<file path="src/rtl/fifo_rd_streamer.sv">
// Read-domain consumer for the dual-clock FIFO: issues reads against a 2-entry skid buffer,
// presents a bubble-free valid/ready stream, frames fixed-length packets and counts words.
module fifo_rd_streamer #(
    parameter int DATA_WIDTH = 8,
    parameter int PKT_LEN    = 4,
    parameter int CNT_WIDTH  = 16
) (
    input  logic                  rclk,
    input  logic                  rrst_n,
    input  logic                  enable,
    input  logic                  fifo_empty,
    input  logic [DATA_WIDTH-1:0] fifo_data,
    output logic                  fifo_r_en,
    output logic                  m_valid,
    input  logic                  m_ready,
    output logic [DATA_WIDTH-1:0] m_data,
    output logic                  m_last,
    output logic [CNT_WIDTH-1:0]  word_count
);
    localparam int BEAT_W = (PKT_LEN > 1) ? $clog2(PKT_LEN) : 1;
    localparam logic [BEAT_W-1:0] LAST_BEAT = BEAT_W'(PKT_LEN - 1);

    typedef enum logic [1:0] {
        EMPTY = 2'd0,
        ONE   = 2'd1,
        TWO   = 2'd2
    } occ_t;

    occ_t                  occ;
    logic                  inflight;
    logic                  wr_idx;
    logic                  rd_idx;
    logic [DATA_WIDTH-1:0] mem [2];
    logic [BEAT_W-1:0]     beat_cnt;
    logic                  push;
    logic                  pop;
    logic [2:0]            credit;

    assign pop  = m_valid & m_ready;
    assign push = inflight;

    // Buffered words plus the one in flight, less the one leaving now; one more read is safe only if this is <= 1.
    assign credit    = 3'(occ) + 3'(inflight) - 3'(pop);
    assign fifo_r_en = rrst_n & enable & ~fifo_empty & (credit <= 3'd1);

    assign m_valid = (occ != EMPTY);
    assign m_data  = mem[rd_idx];
    assign m_last  = m_valid & (beat_cnt == LAST_BEAT);

    always_ff @(posedge rclk or negedge rrst_n) begin
        if (!rrst_n) begin
            occ        <= EMPTY;
            inflight   <= 1'b0;
            wr_idx     <= 1'b0;
            rd_idx     <= 1'b0;
            mem[0]     <= '0;
            mem[1]     <= '0;
            beat_cnt   <= '0;
            word_count <= '0;
        end else begin
            inflight <= fifo_r_en;
            if (push) begin
                mem[wr_idx] <= fifo_data;
                wr_idx      <= ~wr_idx;
            end
            if (pop) begin
                rd_idx     <= ~rd_idx;
                word_count <= word_count + CNT_WIDTH'(1);
                beat_cnt   <= (beat_cnt == LAST_BEAT) ? '0 : beat_cnt + BEAT_W'(1);
            end
            case ({push, pop})
                2'b10:   occ <= (occ == EMPTY) ? ONE : TWO;
                2'b01:   occ <= (occ == TWO) ? ONE : EMPTY;
                default: occ <= occ;
            endcase
        end
    end
endmodule
</file>
<file path="config.mk">
export PLATFORM = sky130hd
export DESIGN_NAME = fifo_rd_streamer
export DESIGN_NICKNAME = d
export VERILOG_FILES = /design/src/rtl/fifo_rd_streamer.sv
export SDC_FILE = /design/constraint.sdc
export NUM_CORES = 1
export LEC_CHECK = 0
export BUFFER_PORTS_ARGS = -buffer_cell sky130_fd_sc_hd__buf_2
export CAP_MARGIN = 20
export CORE_UTILIZATION = 39
export DETAILED_ROUTE_END_ITERATION = 8
export GPL_TIMING_DRIVEN = 0
export PLACE_DENSITY = 0.63
export SYNTH_ARGS = -nofsm -noshare
export SYNTH_HDL_FRONTEND = slang
export SYNTH_SLANG_ARGS = --single-unit
</file>
<file path="constraint.sdc">
create_clock -name rclk -period 2.65 [get_ports rclk]
set_input_delay 0.53 -clock rclk [delete_from_list [all_inputs] [get_ports rclk]]
set_output_delay 0.53 -clock rclk [all_outputs]
set_load 0.02 [all_outputs]
</file>
==> results of run 1 <==
## repair_timing
| item | CTS | global route |
|---|---|---|
| resized for setup | 8 | 4 |
| buffers inserted | 3 | 1 |
| pin swaps | 4 | 1 |
| hold buffers | 0 | 0 |
| setup endpoints to repair | 1 | 1 |
## flip-flops by register name, summed over array words and instances (netlist names)
signal / cells
mem: 16
word_count: 16
beat_cnt: 2
occ: 2
inflight: 1
rd_idx: 1
wr_idx: 1
## final timing paths
kind | from | end | slack (ns) | cells past startpoint
max | occ[1] | fifo_r_en | -0.06 | 8
min | rrst_n | mem[1] | 0.35 | 1
max reg2reg | occ[1] | inflight | 0.71 | 8
min reg2reg | word_count[15] | word_count[15] | 0.47 | 1
max in group asynchronous | rrst_n | occ[1] | 1.70 | 1
min in group rclk | word_count[15] | word_count[15] | 0.47 | 1
## through the flow
step / setup slack, ns / power [mW] / cells
finish: -0.0608 / 2.32 / 244
global route: -0.169 / 2.47 / 244
CTS: -0.0731 / 2.33 / 243
detailed placement: -0.132 / 1.78 / 233
global placement: -0.114 / 1.73 / 233
floorplan: 0.0976 / 1.52 / 142
## metal layers
metal	share of wire, %	wire length (µm)
met4	2.2	74
met5	0	0
met3	5.5	185
met2	48	1640
met1	44	1490
## cells in the final DEF (no fill, tap or decap), drive strengths merged, types with 5 or more instances in the layout
cell    synthesis  layout
buf             3      45
dfrtp          39      39
mux2           24      24
nand2          18      18
xnor2          11      11
xor2            9       9
clkbuf          1       7
nand4           6       6
nor2            5       5
and3            5       5
## report_power, final
part | total [mW] | internal [mW] | switching, mW
Sequential | 0.928 | 0.795 | 0.133
Combinational | 0.881 | 0.416 | 0.465
Clock | 0.507 | 0.305 | 0.202
## Yosys cell counts (all sizes together)
cell type  instances  share of area (%)
ha                 3                2.1
nor2               5                1.0
nand4              6                2.9
dfrtp             39                 54
xor2               9                4.4
xnor2             11                5.8
o21a               1               0.49
nor2b              3                1.0
or2                1               0.35
mux2              24                 15
nand2             18                3.8
nor3               2               0.56
nand3              1               0.28
o21ai              1               0.28
buf                3                1.2
inv                2               0.42
and2               1               0.35
nor3b              1               0.42
or3                1               0.63
a21oi              1               0.28
nand4b             1               0.49
fa                 1                1.1
clkbuf             1               0.21
a21o               1               0.42
and3               5                2.0
## critical path, cell delays in order, from the launching register on
cell      delay (ns)
dfrtp_2         0.41
o21a_4          0.22
xor2_2          0.13
ha_2            0.20
inv_2           0.04
fa_1            0.47
nand4b_1        0.10
nor2_2          0.19
buf_6           0.13
## cell type report
cell class              count  area (µm²)
well taps                  52        65.1
fillers                   407        2150
flip-flops and latches     39         977
clock buffers               6        82.6
plain buffers               3        13.8
inverters                   2        7.51
clock inverters             2        35.0
multi-input cells          97         815
repair buffers             43         235
## cell families after synthesis
logic type	Yosys count	synth area share, %
compound gates	4	1.46
fa+ha+maj	4	3.21
xor+xnor	20	10.2
flops	39	54.4
mux	24	15.1
buf+inv	6	1.81
simple gates	45	13.9
==> impl_metrics.prom, run 1 <==
# TYPE chip_impl_metric gauge
chip_impl_info{name="status",value="finished with violations"} 1
chip_impl_info{name="violated_checks",value="setup timing"} 1
chip_impl_metric{name="synth_cell_area",unit="µm²"} 1790
chip_impl_metric{name="final_core_utilization",unit="%"} 50.9
chip_impl_info{name="tritoncts",value="done"} 1
chip_impl_metric{name="io-pin-count",unit=""} 40
chip_impl_metric{name="die_h",unit="µm"} 69.8
chip_impl_metric{name="layout.nets",unit=""} 208
chip_impl_metric{name="grt_pass1_wl",unit="µm"} 5900
chip_impl_metric{name="clock_buffers_created_by_tritoncts",unit=""} 5
chip_impl_info{name="worst_setup_path_end_kind",value="output port"} 1
chip_impl_metric{name="diodes",unit=""} 0
chip_impl_metric{name="max-slew-margin-rel",unit="%"} 42.4
chip_impl_metric{name="total_number_of_h_tree_levels",unit=""} 2
chip_impl_metric{name="ys_types",unit=""} 29
chip_impl_metric{name="globalRouteMet2Util",unit="%"} 24.3
chip_impl_metric{name="via_per_inst",unit=""} 4.95
chip_impl_metric{name="global_route.usage.total",unit="%"} 15.7
chip_impl_metric{name="holdWs",unit="ns"} 0.350
chip_impl_info{name="grt_most_used_layer",value="met2"} 1
chip_impl_metric{name="die-area",unit="µm²"} 4880
chip_impl_info{name="critical_path_class",value="reg -> out"} 1
chip_impl_info{name="holdCritPathClass",value="in -> async"} 1
chip_impl_metric{name="areaGrowthSynthToFinish",unit="%"} 24.3
chip_impl_metric{name="synth_seq_area_share",unit="%"} 54.4
chip_impl_metric{name="drt_pre_antenna_iters",unit=""} 4
chip_impl_metric{name="clock_skew",unit="ns"} 0.00730
chip_impl_metric{name="ys_ff_latch",unit=""} 39
chip_impl_metric{name="place_area",unit="µm²"} 2050
chip_impl_metric{name="postSynthCellCount",unit=""} 142
chip_impl_metric{name="required_time_at_the_endpoint_of_the_critical_path",unit="ns"} 2.12
chip_impl_metric{name="clk-insertion-delay-late",unit="ns"} 0.29
chip_impl_metric{name="maximum_number_of_pins_on_one_net_before_global_route_repair",unit=""} 41
chip_impl_metric{name="tightestPinTransition",unit="ns"} 0.864
chip_impl_metric{name="arrival",unit="ns"} 2.18
chip_impl_metric{name="final_antenna_net_count",unit=""} 0
chip_impl_metric{name="leak_pwr",unit="nW"} 1.12
chip_impl_metric{name="via_count",unit=""} 1207
chip_impl_metric{name="gp_congestion",unit=""} 0.663
chip_impl_metric{name="wl_per_cell",unit="µm"} 13.9
chip_impl_metric{name="layout.cell_area.non_filler",unit="µm²"} 2230
chip_impl_metric{name="globalRouteMet3Util",unit="%"} 5.67
chip_impl_metric{name="number_of_antenna_violations_at_the_first_check_in_global_routing",unit=""} 0
chip_impl_metric{name="achievable-frequency",unit="GHz"} 0.369
chip_impl_metric{name="synth.net_count",unit=""} 159
chip_impl_metric{name="finalWorstSetupSlack",unit="ns"} -0.0608
chip_impl_metric{name="drc_violations_left",unit=""} 0
chip_impl_info{name="critical_path_source_type",value="flip-flop"} 1
chip_impl_metric{name="first_global_vias",unit=""} 1213
chip_impl_metric{name="synth.avg_cell_area",unit="µm²"} 12.6
chip_impl_metric{name="clockBufferDepth",unit=""} 2
chip_impl_metric{name="core_area",unit="µm²"} 4380
chip_impl_metric{name="count_of_final_hold_check_violations",unit=""} 0
chip_impl_metric{name="detail_route.wirelength",unit="µm"} 3390
chip_impl_metric{name="fin_tns_setup",unit="ns"} -0.0608
chip_impl_metric{name="synthesis.yosys.warnings",unit=""} 0
chip_impl_metric{name="min_period_over_period",unit="%"} 102
chip_impl_metric{name="rows",unit=""} 24
chip_impl_metric{name="max-cap-violations",unit=""} 0
chip_impl_metric{name="finalSetupViolCount",unit=""} 1
chip_impl_metric{name="timing.final.crit_period",unit="ns"} 2.71
chip_impl_metric{name="final_max_slew_viol_count",unit=""} 0
chip_impl_metric{name="vdd.ir_drop.worst",unit="mV"} 0.457
chip_impl_metric{name="drt_iter0_drc",unit=""} 55
chip_impl_metric{name="share_of_final_layout_standard_cells_stronger_than_drive_strength_1",unit="%"} 46.4
chip_impl_info{name="cts_root_buffer",value="clkbuf_8"} 1
chip_impl_metric{name="cellPowerDensity",unit="nW/µm²"} 1040
chip_impl_metric{name="cp_max_fo",unit=""} 2
chip_impl_metric{name="place.port_buffers",unit=""} 39
chip_impl_metric{name="start_util",unit="%"} 40.9
chip_impl_metric{name="globalRouteMet1Util",unit="%"} 19.5
chip_impl_info{name="rsz0062_at_grt",value="yes"} 1
chip_impl_metric{name="die_x",unit="µm"} 69.8
chip_impl_metric{name="grt.overflow.total",unit=""} 0
chip_impl_metric{name="detailed_place_hpwl",unit="µm"} 2350
chip_impl_metric{name="clock_pin_slew_of_the_registers_on_the_worst_case_setup_and_hold_paths",unit="ns"} 0.07
chip_impl_metric{name="tritoncts_num_sinks",unit=""} 39
(Power assumes the default switching activity.)
==> inputs of run 2 (changes only) <==
CORE_UTILIZATION = 40   (was 39)
PLACE_DENSITY = 0.64   (was 0.63)
==> run 2 against run 1 <==
The flow still finishes with violations (setup timing); non-clock buffer count rose by 7; cell count increased by 2.0%; sequential share of layout area down 0.56 points; clock power shrank 15%; critical path depth is the same; flip-flop and latch count unchanged; fmax is 0.26% lower; first-iteration DRC count shrank 47%; power is 2.7% lower; via count increased by 2.0%; critical path type unchanged; largest cell class unchanged; largest power group unchanged.
==> impl_metrics.prom, run 2 (synthesized netlist as in run 1, its figures left out) <==
# TYPE chip_impl_metric gauge
chip_impl_metric{name="via_per_inst",unit=""} 4.94
chip_impl_metric{name="io-pin-count",unit=""} 40
chip_impl_info{name="critical_path_source_type",value="flip-flop"} 1
chip_impl_metric{name="fin_tns_setup",unit="ns"} -0.0678
chip_impl_metric{name="grt_pass1_wl",unit="µm"} 5670
chip_impl_info{name="holdCritPathClass",value="in -> async"} 1
chip_impl_metric{name="first_global_vias",unit=""} 1252
chip_impl_metric{name="diodes",unit=""} 0
chip_impl_metric{name="max-slew-margin-rel",unit="%"} 43.4
chip_impl_metric{name="start_util",unit="%"} 43.3
chip_impl_metric{name="number_of_hold_repair_buffers_added_at_the_cts_stage",unit=""} 0
chip_impl_metric{name="clock_buffers_created_by_tritoncts",unit=""} 5
chip_impl_metric{name="min_period_over_period",unit="%"} 103
chip_impl_metric{name="clock_pin_slew_of_the_registers_on_the_worst_case_setup_and_hold_paths",unit="ns"} 0.07
chip_impl_metric{name="drt_pre_antenna_iters",unit=""} 4
chip_impl_metric{name="grt.overflow.total",unit=""} 0
chip_impl_info{name="cp_slowest_cell",value="fa_1"} 1
chip_impl_metric{name="drt_iter0_drc",unit=""} 29
chip_impl_metric{name="required_time_at_the_endpoint_of_the_critical_path",unit="ns"} 2.12
chip_impl_metric{name="via_count",unit=""} 1231
chip_impl_metric{name="number_of_antenna_violations_at_the_first_check_in_global_routing",unit=""} 0
chip_impl_info{name="rsz0062_at_grt",value="yes"} 1
chip_impl_metric{name="die_h",unit="µm"} 69.0
chip_impl_metric{name="place.port_buffers",unit=""} 39
chip_impl_metric{name="finalSetupViolCount",unit=""} 1
chip_impl_metric{name="drc_violations_left",unit=""} 0
chip_impl_metric{name="global_route.usage.total",unit="%"} 16.9
chip_impl_metric{name="die-area",unit="µm²"} 4760
chip_impl_metric{name="vdd.ir_drop.worst",unit="mV"} 0.464
chip_impl_info{name="layout_commonest_cell",value="buf_2"} 1
chip_impl_info{name="cts_root_buffer",value="clkbuf_8"} 1
chip_impl_metric{name="cp_max_fo",unit=""} 3
chip_impl_metric{name="arrival",unit="ns"} 2.19
chip_impl_metric{name="rows",unit=""} 23
chip_impl_metric{name="share_of_final_layout_standard_cells_stronger_than_drive_strength_1",unit="%"} 47.7
chip_impl_metric{name="maximum_number_of_pins_on_one_net_before_global_route_repair",unit=""} 41
chip_impl_metric{name="tightestPinTransition",unit="ns"} 0.849
chip_impl_metric{name="tritoncts_num_sinks",unit=""} 39
chip_impl_metric{name="detail_route.wirelength",unit="µm"} 3440
chip_impl_metric{name="clockBufferDepth",unit=""} 2
chip_impl_metric{name="detailed_place_hpwl",unit="µm"} 2370
chip_impl_metric{name="finalWorstSetupSlack",unit="ns"} -0.0678
chip_impl_info{name="tritoncts",value="done"} 1
chip_impl_info{name="status",value="finished with violations"} 1
chip_impl_metric{name="wl_per_cell",unit="µm"} 13.8
chip_impl_metric{name="max-cap-violations",unit=""} 0
chip_impl_info{name="violated_checks",value="setup timing"} 1
chip_impl_metric{name="final_max_slew_viol_count",unit=""} 0
chip_impl_info{name="layout_common_cells",value="40 x buf_2, 38 x dfrtp_1, 24 x mux2_2, 17 x nand2_1, 11 x buf_4"} 1
chip_impl_metric{name="clk-insertion-delay-late",unit="ns"} 0.29
chip_impl_metric{name="clock_skew",unit="ns"} 0.00517
chip_impl_metric{name="gp_congestion",unit=""} 0.739
chip_impl_metric{name="timing.final.crit_period",unit="ns"} 2.72
chip_impl_metric{name="leak_pwr",unit="nW"} 1.15
chip_impl_info{name="crit_path_cell_trace",value="o21a_4 > xor2_2 > ha_2 > inv_2 > fa_1 > nand4b_1 > nor2_2 > buf_6"} 1
chip_impl_metric{name="total_number_of_h_tree_levels",unit=""} 2
chip_impl_metric{name="worst-r2r-setup-slack",unit="ns"} 0.45
chip_impl_info{name="critical_path_class",value="reg -> out"} 1
chip_impl_metric{name="max_stage_delay",unit="ns"} 0.47
chip_impl_metric{name="area_taken_by_multi_input_logic_gates",unit="µm²"} 815
chip_impl_metric{name="achievable-frequency",unit="GHz"} 0.368
chip_impl_metric{name="finalPower",unit="mW"} 2.25
chip_impl_metric{name="die_x",unit="µm"} 69.0
chip_impl_metric{name="fill_cells",unit=""} 372
chip_impl_metric{name="areaGrowthSynthToFinish",unit="%"} 25.9
chip_impl_metric{name="sequential_cell_area",unit="µm²"} 977
chip_impl_metric{name="layout.nets",unit=""} 215
chip_impl_info{name="biggestRegsByFlops",value="mem x16, word_count x16"} 1
chip_impl_metric{name="cellPowerDensity",unit="nW/µm²"} 997
chip_impl_metric{name="count_of_final_hold_check_violations",unit=""} 0
chip_impl_metric{name="final_antenna_net_count",unit=""} 0
chip_impl_metric{name="core_area",unit="µm²"} 4140
chip_impl_info{name="worst_setup_path_end_kind",value="output port"} 1
[run 2: cell count changes in the layout (fill, tap and decap cells not counted), sizes merged]
cell / previous run / this run
buf: 45 / 52
bufinv: 1 / 0
clkbuf: 7 / 9
clkinv: 1 / 0
[run 2: report_power, final]
part	switching, mW	internal, mW	leakage, nW
combinational	0.462	0.431	0.602
sequential	0.133	0.795	0.494
clock	0.194	0.237	0.0515
[run 2: what timing repair did]
action                                  4_1_cts  5_1_grt
pin swaps                                     4        1
setup buffers                                11        0
gates resized for setup                       7        4
endpoints found under the setup margin        1        1
[run 2: routing by layer]
layer / vias to the layer above / part of all wire [%] / global-route usage (%)
li1: 590 / - / -
met1: 605 / 43 / 18.9
met2: 29 / 50 / 29.7
met3: 7 / 5.4 / 5.76
met4: 0 / 1.6 / 6.12
met5: - / 0 / 0
[run 2: critical path: cells and delay by family, from the launching register on]
kind	cells	cell delay, ns
buf+inv	2	0.16
fa+ha+maj	2	0.66
flops	1	0.43
xor+xnor	1	0.13
simple gates	2	0.28
compound gates	1	0.24
[run 2: final cells by class]
class / instances / share of cell area, %
Sequential cell: 39 / 43.2
Clock buffer: 8 / 4.43
Inverter: 2 / 0.332
Tap cell: 50 / 2.77
Timing Repair Buffer: 50 / 12.6
Buffer: 3 / 0.609
Multi-Input combinational cell: 97 / 36.0
[run 2: through the flow]
step                area [µm²]  std cells  utilization, %  setup slack, ns  hold slack, ns
global route              2260        249            54.5           -0.191           0.426
finish                    2260        249            54.5          -0.0678           0.345
detailed placement        2050        231            49.5           -0.120           0.479
global placement          2050        231            49.5          -0.0947           0.458
floorplan                 1790        142               -           0.0976           0.234
CTS                       2250        249            54.2          -0.0553           0.388
[run 2: worst paths after layout]
| path | start | to | cells after the start |
|---|---|---|---|
| min in group rclk | word_count[15] | word_count[15] | 1 |
| min | rrst_n | inflight | 1 |
| max | occ[1] | fifo_r_en | 8 |
| min reg2reg | word_count[15] | word_count[15] | 1 |
| max in group asynchronous | rrst_n | occ[1] | 1 |
| max reg2reg | occ[1] | inflight | 11 |
